==> src/rtl/lcd_write_controller.sv <==
// rtl/lcd_write_controller.sv - 4-bit character LCD write controller with autonomous power-on init
module lcd_write_controller #(
    parameter int POWERON_CYCLES       = 750000,
    parameter int SETUP_CYCLES         = 2,
    parameter int E_HIGH_CYCLES        = 12,
    parameter int GAP_CYCLES           = 50,
    parameter int INIT_NIB_WAIT_CYCLES = 205000,
    parameter int BYTE_WAIT_CYCLES     = 2000,
    parameter int CLEAR_WAIT_CYCLES    = 82000
) (
    input  logic       Clock,
    input  logic       Reset,
    input  logic       iLCD_Write,
    input  logic [7:0] iLCD_Data,
    input  logic       iLCD_RS,
    output logic       oLCD_Ready,
    output logic [3:0] oLCD_Data,
    output logic       oLCD_RS,
    output logic       oLCD_RW,
    output logic       oLCD_E
);

    function automatic int imax(input int a, input int b);
        return (a > b) ? a : b;
    endfunction

    localparam int MAXC = imax(imax(imax(POWERON_CYCLES, SETUP_CYCLES), imax(E_HIGH_CYCLES, GAP_CYCLES)),
                               imax(imax(INIT_NIB_WAIT_CYCLES, BYTE_WAIT_CYCLES), CLEAR_WAIT_CYCLES));
    localparam int CW = $clog2(MAXC + 1);

    localparam logic [CW-1:0] C_POWERON = CW'(POWERON_CYCLES - 1);
    localparam logic [CW-1:0] C_SETUP   = CW'(SETUP_CYCLES - 1);
    localparam logic [CW-1:0] C_EHIGH   = CW'(E_HIGH_CYCLES - 1);
    localparam logic [CW-1:0] C_GAP     = CW'(GAP_CYCLES - 1);
    localparam logic [CW-1:0] C_NIBWAIT = CW'(INIT_NIB_WAIT_CYCLES - 1);
    localparam logic [CW-1:0] C_BYTE    = CW'(BYTE_WAIT_CYCLES - 1);
    localparam logic [CW-1:0] C_CLEAR   = CW'(CLEAR_WAIT_CYCLES - 1);

    // Entries 0-3: init nibbles (low bits); entries 4-7: init command bytes.
    localparam logic [7:0] INIT_SEQ [8] = '{8'h03, 8'h03, 8'h03, 8'h02,
                                            8'h28, 8'h06, 8'h0C, 8'h01};

    typedef enum logic [3:0] {
        S_POWERON, S_INIT_NIB, S_INIT_CMD, S_IDLE,
        S_SETUP_H, S_EHI_H, S_GAP, S_SETUP_L, S_EHI_L, S_POST
    } state_t;

    state_t          state;
    logic [CW-1:0]   cnt;
    logic [1:0]      idx;
    logic [1:0]      nib_phase;
    logic [7:0]      byte_q;
    logic            rs_q;
    logic            init_cmd;
    logic [1:0]      nxt_idx;
    logic            is_clear;

    assign nxt_idx  = idx + 2'd1;
    assign is_clear = (byte_q == 8'h01) && !rs_q;
    assign oLCD_RW  = 1'b0;

    always_ff @(posedge Clock) begin
        if (!Reset) begin
            state      <= S_POWERON;
            cnt        <= '0;
            idx        <= 2'd0;
            nib_phase  <= 2'd0;
            byte_q     <= 8'h00;
            rs_q       <= 1'b0;
            init_cmd   <= 1'b0;
            oLCD_Ready <= 1'b0;
            oLCD_Data  <= 4'h0;
            oLCD_RS    <= 1'b0;
            oLCD_E     <= 1'b0;
        end else begin
            case (state)
                // The only up-counting phase: reset clears the counter rather than preloading it.
                S_POWERON: begin
                    if (cnt == C_POWERON) begin
                        state     <= S_INIT_NIB;
                        nib_phase <= 2'd0;
                        idx       <= 2'd0;
                        oLCD_Data <= INIT_SEQ[0][3:0];
                        oLCD_RS   <= 1'b0;
                        cnt       <= C_SETUP;
                    end else begin
                        cnt <= cnt + 1'b1;
                    end
                end
                S_INIT_NIB: begin
                    if (cnt != '0) begin
                        cnt <= cnt - 1'b1;
                    end else begin
                        case (nib_phase)
                            2'd0: begin
                                oLCD_E    <= 1'b1;
                                cnt       <= C_EHIGH;
                                nib_phase <= 2'd1;
                            end
                            2'd1: begin
                                oLCD_E    <= 1'b0;
                                cnt       <= C_NIBWAIT;
                                nib_phase <= 2'd2;
                            end
                            default: begin
                                nib_phase <= 2'd0;
                                cnt       <= C_SETUP;
                                if (idx == 2'd3) begin
                                    state     <= S_SETUP_H;
                                    idx       <= 2'd0;
                                    init_cmd  <= 1'b1;
                                    byte_q    <= INIT_SEQ[4];
                                    rs_q      <= 1'b0;
                                    oLCD_Data <= INIT_SEQ[4][7:4];
                                end else begin
                                    idx       <= nxt_idx;
                                    oLCD_Data <= INIT_SEQ[{1'b0, nxt_idx}][3:0];
                                end
                            end
                        endcase
                    end
                end
                S_IDLE: begin
                    if (iLCD_Write) begin
                        state      <= S_SETUP_H;
                        byte_q     <= iLCD_Data;
                        rs_q       <= iLCD_RS;
                        init_cmd   <= 1'b0;
                        oLCD_Data  <= iLCD_Data[7:4];
                        oLCD_RS    <= iLCD_RS;
                        oLCD_Ready <= 1'b0;
                        cnt        <= C_SETUP;
                    end
                end
                S_SETUP_H, S_SETUP_L: begin
                    if (cnt != '0) begin
                        cnt <= cnt - 1'b1;
                    end else begin
                        state  <= (state == S_SETUP_H) ? S_EHI_H : S_EHI_L;
                        oLCD_E <= 1'b1;
                        cnt    <= C_EHIGH;
                    end
                end
                S_EHI_H: begin
                    if (cnt != '0) begin
                        cnt <= cnt - 1'b1;
                    end else begin
                        state  <= S_GAP;
                        oLCD_E <= 1'b0;
                        cnt    <= C_GAP;
                    end
                end
                // Low nibble appears only after the gap, so data never moves as E falls.
                S_GAP: begin
                    if (cnt != '0) begin
                        cnt <= cnt - 1'b1;
                    end else begin
                        state     <= S_SETUP_L;
                        oLCD_Data <= byte_q[3:0];
                        cnt       <= C_SETUP;
                    end
                end
                S_EHI_L: begin
                    if (cnt != '0) begin
                        cnt <= cnt - 1'b1;
                    end else begin
                        state  <= init_cmd ? S_INIT_CMD : S_POST;
                        oLCD_E <= 1'b0;
                        cnt    <= is_clear ? C_CLEAR : C_BYTE;
                    end
                end
                // Post-wait of an init command byte; also steps to the next command.
                S_INIT_CMD: begin
                    if (cnt != '0) begin
                        cnt <= cnt - 1'b1;
                    end else if (idx == 2'd3) begin
                        state      <= S_IDLE;
                        init_cmd   <= 1'b0;
                        oLCD_Ready <= 1'b1;
                    end else begin
                        state     <= S_SETUP_H;
                        idx       <= nxt_idx;
                        byte_q    <= INIT_SEQ[{1'b1, nxt_idx}];
                        oLCD_Data <= INIT_SEQ[{1'b1, nxt_idx}][7:4];
                        cnt       <= C_SETUP;
                    end
                end
                S_POST: begin
                    if (cnt != '0) begin
                        cnt <= cnt - 1'b1;
                    end else begin
                        state      <= S_IDLE;
                        oLCD_Ready <= 1'b1;
                    end
                end
                default: state <= S_POWERON;
            endcase
        end
    end

endmodule

==> config.mk <==
export PLATFORM = sky130hd
export DESIGN_NAME = lcd_write_controller
export DESIGN_NICKNAME = d
export VERILOG_FILES = /design/src/rtl/lcd_write_controller.sv
export SDC_FILE = /design/constraint.sdc
export NUM_CORES = 1
export LEC_CHECK = 0
export ABC_AREA = 0
export CAP_MARGIN = 20
export CORE_ASPECT_RATIO = 0.8
export CORE_MARGIN = 5
export CORE_UTILIZATION = 50
export CTS_CLUSTER_SIZE = 16
export DETAILED_ROUTE_END_ITERATION = 10
export HOLD_SLACK_MARGIN = 0.02
export PLACE_DENSITY = 0.68
export RECOVER_POWER = 50
export SKIP_CTS_REPAIR_TIMING = 1
export SLEW_MARGIN = 20
export SYNTH_ARGS = -nofsm -noshare
export SYNTH_HDL_FRONTEND = slang
export SYNTH_SLANG_ARGS = --single-unit
==> constraint.sdc <==
create_clock -name Clock -period 4.4 [get_ports Clock]
set_input_delay 0.44 -clock Clock [delete_from_list [all_inputs] [get_ports Clock]]
set_output_delay 0.44 -clock Clock [all_outputs]
set_load 0.01 [all_outputs]
==> flow_summary_export.csv <==
group,metric,value,unit
run_status,status,"finished clean",
floorplanning,fp.dieW,110,µm
pwr,switching_share,29.5,%
synth,yosys_register_bits,45,
route,post_drt_wl_per_cell,20.0,µm
sta,hold_viol_final,0,
job,cap_violations,0,
floorplanning,core-area,7840,µm²
sta,worst_pin_slew,1.43,ns
route,dr.pass1.iters,6,
global_route,use_met2,34.4,%
clock_network,cts_tree,"built",
synth,netlist_instances,539,
global_route,gr-usage-met3,5.23,%
finish,num_antenna_cells,0,
synth,synthXorXnorAreaFrac,3.52,%
floorplanning,io_pins,20,
pwr,power_frac_comb,18.4,%
synth,yosys-mux-area-fraction,3.81,%
sta,drv_slew,0,
synth,synth-compound-area-share,29.5,%
place,globalplace.congestion,1.01,
setup_path,cp.arrival,3.72,ns
route,drc_errors,0,
pwr,p_int,654,µW
global_route,gr-total-overflow,0,
floorplanning,rows,29,
synth,ys.flop_type,"dfxtp_1",
route,avgViaCountPerCell,6.95,
clock_network,clk_path_buf_depth,2,
floorplanning,die_height,89.8,µm
global_route,antenna_found_initial,0,
sta,max_freq,283,MHz
synth,synth_top_cells_by_area,"dfxtp_1 23%, a21oi_1 4.9%, nand2_1 4.2%",
setup_path,worst-path-max-fanout,11,
sta,final.setup.tns,0,ns
global_route,top_usage_layer,"met1",
finish,drive_above_1_share,6.50,%
synth,yosysSeqAreaShare,22.6,%
global_route,grt_pass1_vias,3857,
synth,synthAdderAreaFrac,2.20,%
sta,skew,0.00688,ns
clock_network,cts_sinks,45,
synth,synth_edf_count,0,
clock_network,cts_root_buffer,"clkbuf_8",
synth,netlist_area,3980,µm²
sta,period_share,80.3,%
synth,postSynth.asyncResetShare,0,%
synth,synth_top_family_by_area,"simple AND/OR/NAND/NOR gates",
synth,synth.avg_cell_area,7.38,µm²
synth,ys_warn_count,0,
synth,synth_cell_types,72,
pwr,peakVddDrop,0.000161,V
pwr,power-per-cell-area,222,nW/µm²
setup_path,start_kind,"register",
route,drt_iter0_markers,709,
finish,area_delta_synth_final,5.19,%
clock_network,cts_buffers,5,
global_route,track_usage,25.7,%
finish,fin_util,53.4,%
clock_network,clk_latency,0.31,ns
synth,synth_top_area_share,22.6,%
floorplanning,dieArea,9850,µm²
setup_path,endpoint_kind,"register",
synth,netlist_top_cells_count,"45 x dfxtp_1, 45 x nand2_1, 44 x nor2_1",
route,ant_nets,0,
worst_hold_path,min_path_type,"register to register",
setup_path,worst_ep_required_time,4.59,ns
synth,synth_top_cell_by_area,"dfxtp_1",
pwr,power.leakage,0.00147,µW
global_route,met1_usage,40.4,%
floorplanning,start_util,50.8,%
finish,fin_nets,541,
synth,syn_nets,558,
global_route,grt_pass1_wl,20500,µm
setup_path,crit_type,"register to register",
pwr,power.share.clock,36.2,%
finish,fillers,756,
route,wirelength,12600,µm
synth,synthSimpleGateAreaFrac,30.9,%
sta,min_period,3.53,ns
sta,setup_viol,0,
route,num_vias,4388,
place,portBuffers,18,
clock_network,cts.clk_slew.worst_paths,0.09,ns
clock_network,htreeDepth,2,
global_route,grt_max_degree,32,
pwr,p_switching,273,µW
sta,rsz0062_at_grt,"false",
place,place_hpwl,9150,µm
sta,timing.slew.headroom,3.48,%
pwr,seq_power_share,45.4,%
==> metrics by stage <==
step                      total power, µW  std cells  setup slack (ns)  instance area (µm²)  hold slack (ns)
after floorplan                       557        539              2.11                 3980            0.438
after global placement                600        623              1.52                 4090            0.440
final                                 928        631             0.869                 4180            0.457
after CTS                             935        631              1.46                 4210            0.466
after detailed placement              598        623              1.49                 4090            0.453
after global routing                  969        631             0.596                 4180            0.497
==> worst max-delay path, stage by stage, from the launching register on <==
cell and delay [ns]:
dfxtp_1 0.46, nor4_1 1.23, and2_0 0.50, nand2_1 0.35, a21oi_1 0.33, nand4_1 0.32
mux2i_1 0.20
==> per-layer routing <==
metal / vias up / wire, µm
li1: 2012 / -
met4: 0 / 317
met2: 298 / 5120
met5: - / 0
met3: 46 / 1440
met1: 2032 / 5730
==> layout by cell type, fill, tap and decap left out, types with 4 or more instances in the layout <==
cell type / Yosys / routed
nand4_1: 9 / 10
nand3_1: 29 / 29
o22ai_1: 5 / 5
o31ai_1: 10 / 10
a211oi_1: 4 / 4
inv_1: 10 / 10
clkbuf_8: 0 / 6
nand2b_1: 10 / 10
a221oi_1: 8 / 8
o41ai_1: 6 / 6
o211ai_1: 5 / 5
a21oi_1: 39 / 39
xnor2_1: 9 / 9
xor2_1: 7 / 7
nor3_1: 22 / 22
a21o_1: 6 / 6
a22oi_1: 8 / 8
a31oi_1: 21 / 21
buf_4: 4 / 6
o21ai_1: 8 / 8
and4_1: 5 / 5
mux2i_1: 14 / 14
or4_1: 5 / 5
and3_1: 7 / 7
clkdlybuf4s50_1: 0 / 11
o21ai_0: 28 / 28
nor4_1: 9 / 10
ha_1: 7 / 7
nor2_1: 44 / 44
dfxtp_1: 45 / 45
nand2_1: 45 / 46
dlygate4sd3_1: 0 / 7
==> area by class of cell <==
cell class	count	area [µm²]	area share, %
flip-flops and latches	45	901	21.5
well taps	108	135	3.23
clock buffers	7	86.3	2.06
inverters	12	45.0	1.08
clock inverters	1	30.0	0.718
repair buffers	24	225	5.38
multi-input cells	434	2760	66.0
==> power by group through the flow <==
stage	clock network (µW)	registers, µW	logic (µW)
5_1_grt	361	423	185
3_5_place_dp	0	432	166
6_report	336	422	171
3_3_place_gp	0	431	168
4_1_cts	346	422	167
2_1_floorplan	0	423	134
==> logic make-up (layout without fill, tap and decap cells) <==
| family | count (synthesis) | count (layout) |
|---|---|---|
| compound gates | 177 | 177 |
| xor+xnor | 16 | 16 |
| fa+ha+maj | 7 | 7 |
| buf+inv | 60 | 44 |
| flops | 45 | 45 |
| mux | 15 | 15 |
| other cells | 1 | 1 |
| simple gates | 218 | 218 |
==> sequential cells by signal, indices dropped and copies added (netlist names) <==
signal and flops:
oLCD_RS 1, idx 2, nib_phase 2, state 4, oLCD_Ready 1, init_cmd 1
oLCD_Data 4, byte_q 8, rs_q 1, cnt 20, oLCD_E 1
==> path summary, 6_finish.rpt <==
check | start | endpoint | slack [ns] | cells after the start
setup / recovery | cnt[4]$_SDFFE_PN0P_ | oLCD_Data[3]$_SDFFE_PN0P_ | 0.87 | 6
hold / removal | oLCD_E$_SDFFE_PN0P_ | oLCD_E$_SDFFE_PN0P_ | 0.46 | 2
setup reg to reg | cnt[4]$_SDFFE_PN0P_ | oLCD_Data[3]$_SDFFE_PN0P_ | 0.87 | 6
hold reg to reg | oLCD_E$_SDFFE_PN0P_ | oLCD_E$_SDFFE_PN0P_ | 0.46 | 2
(Power assumes the default switching activity.)
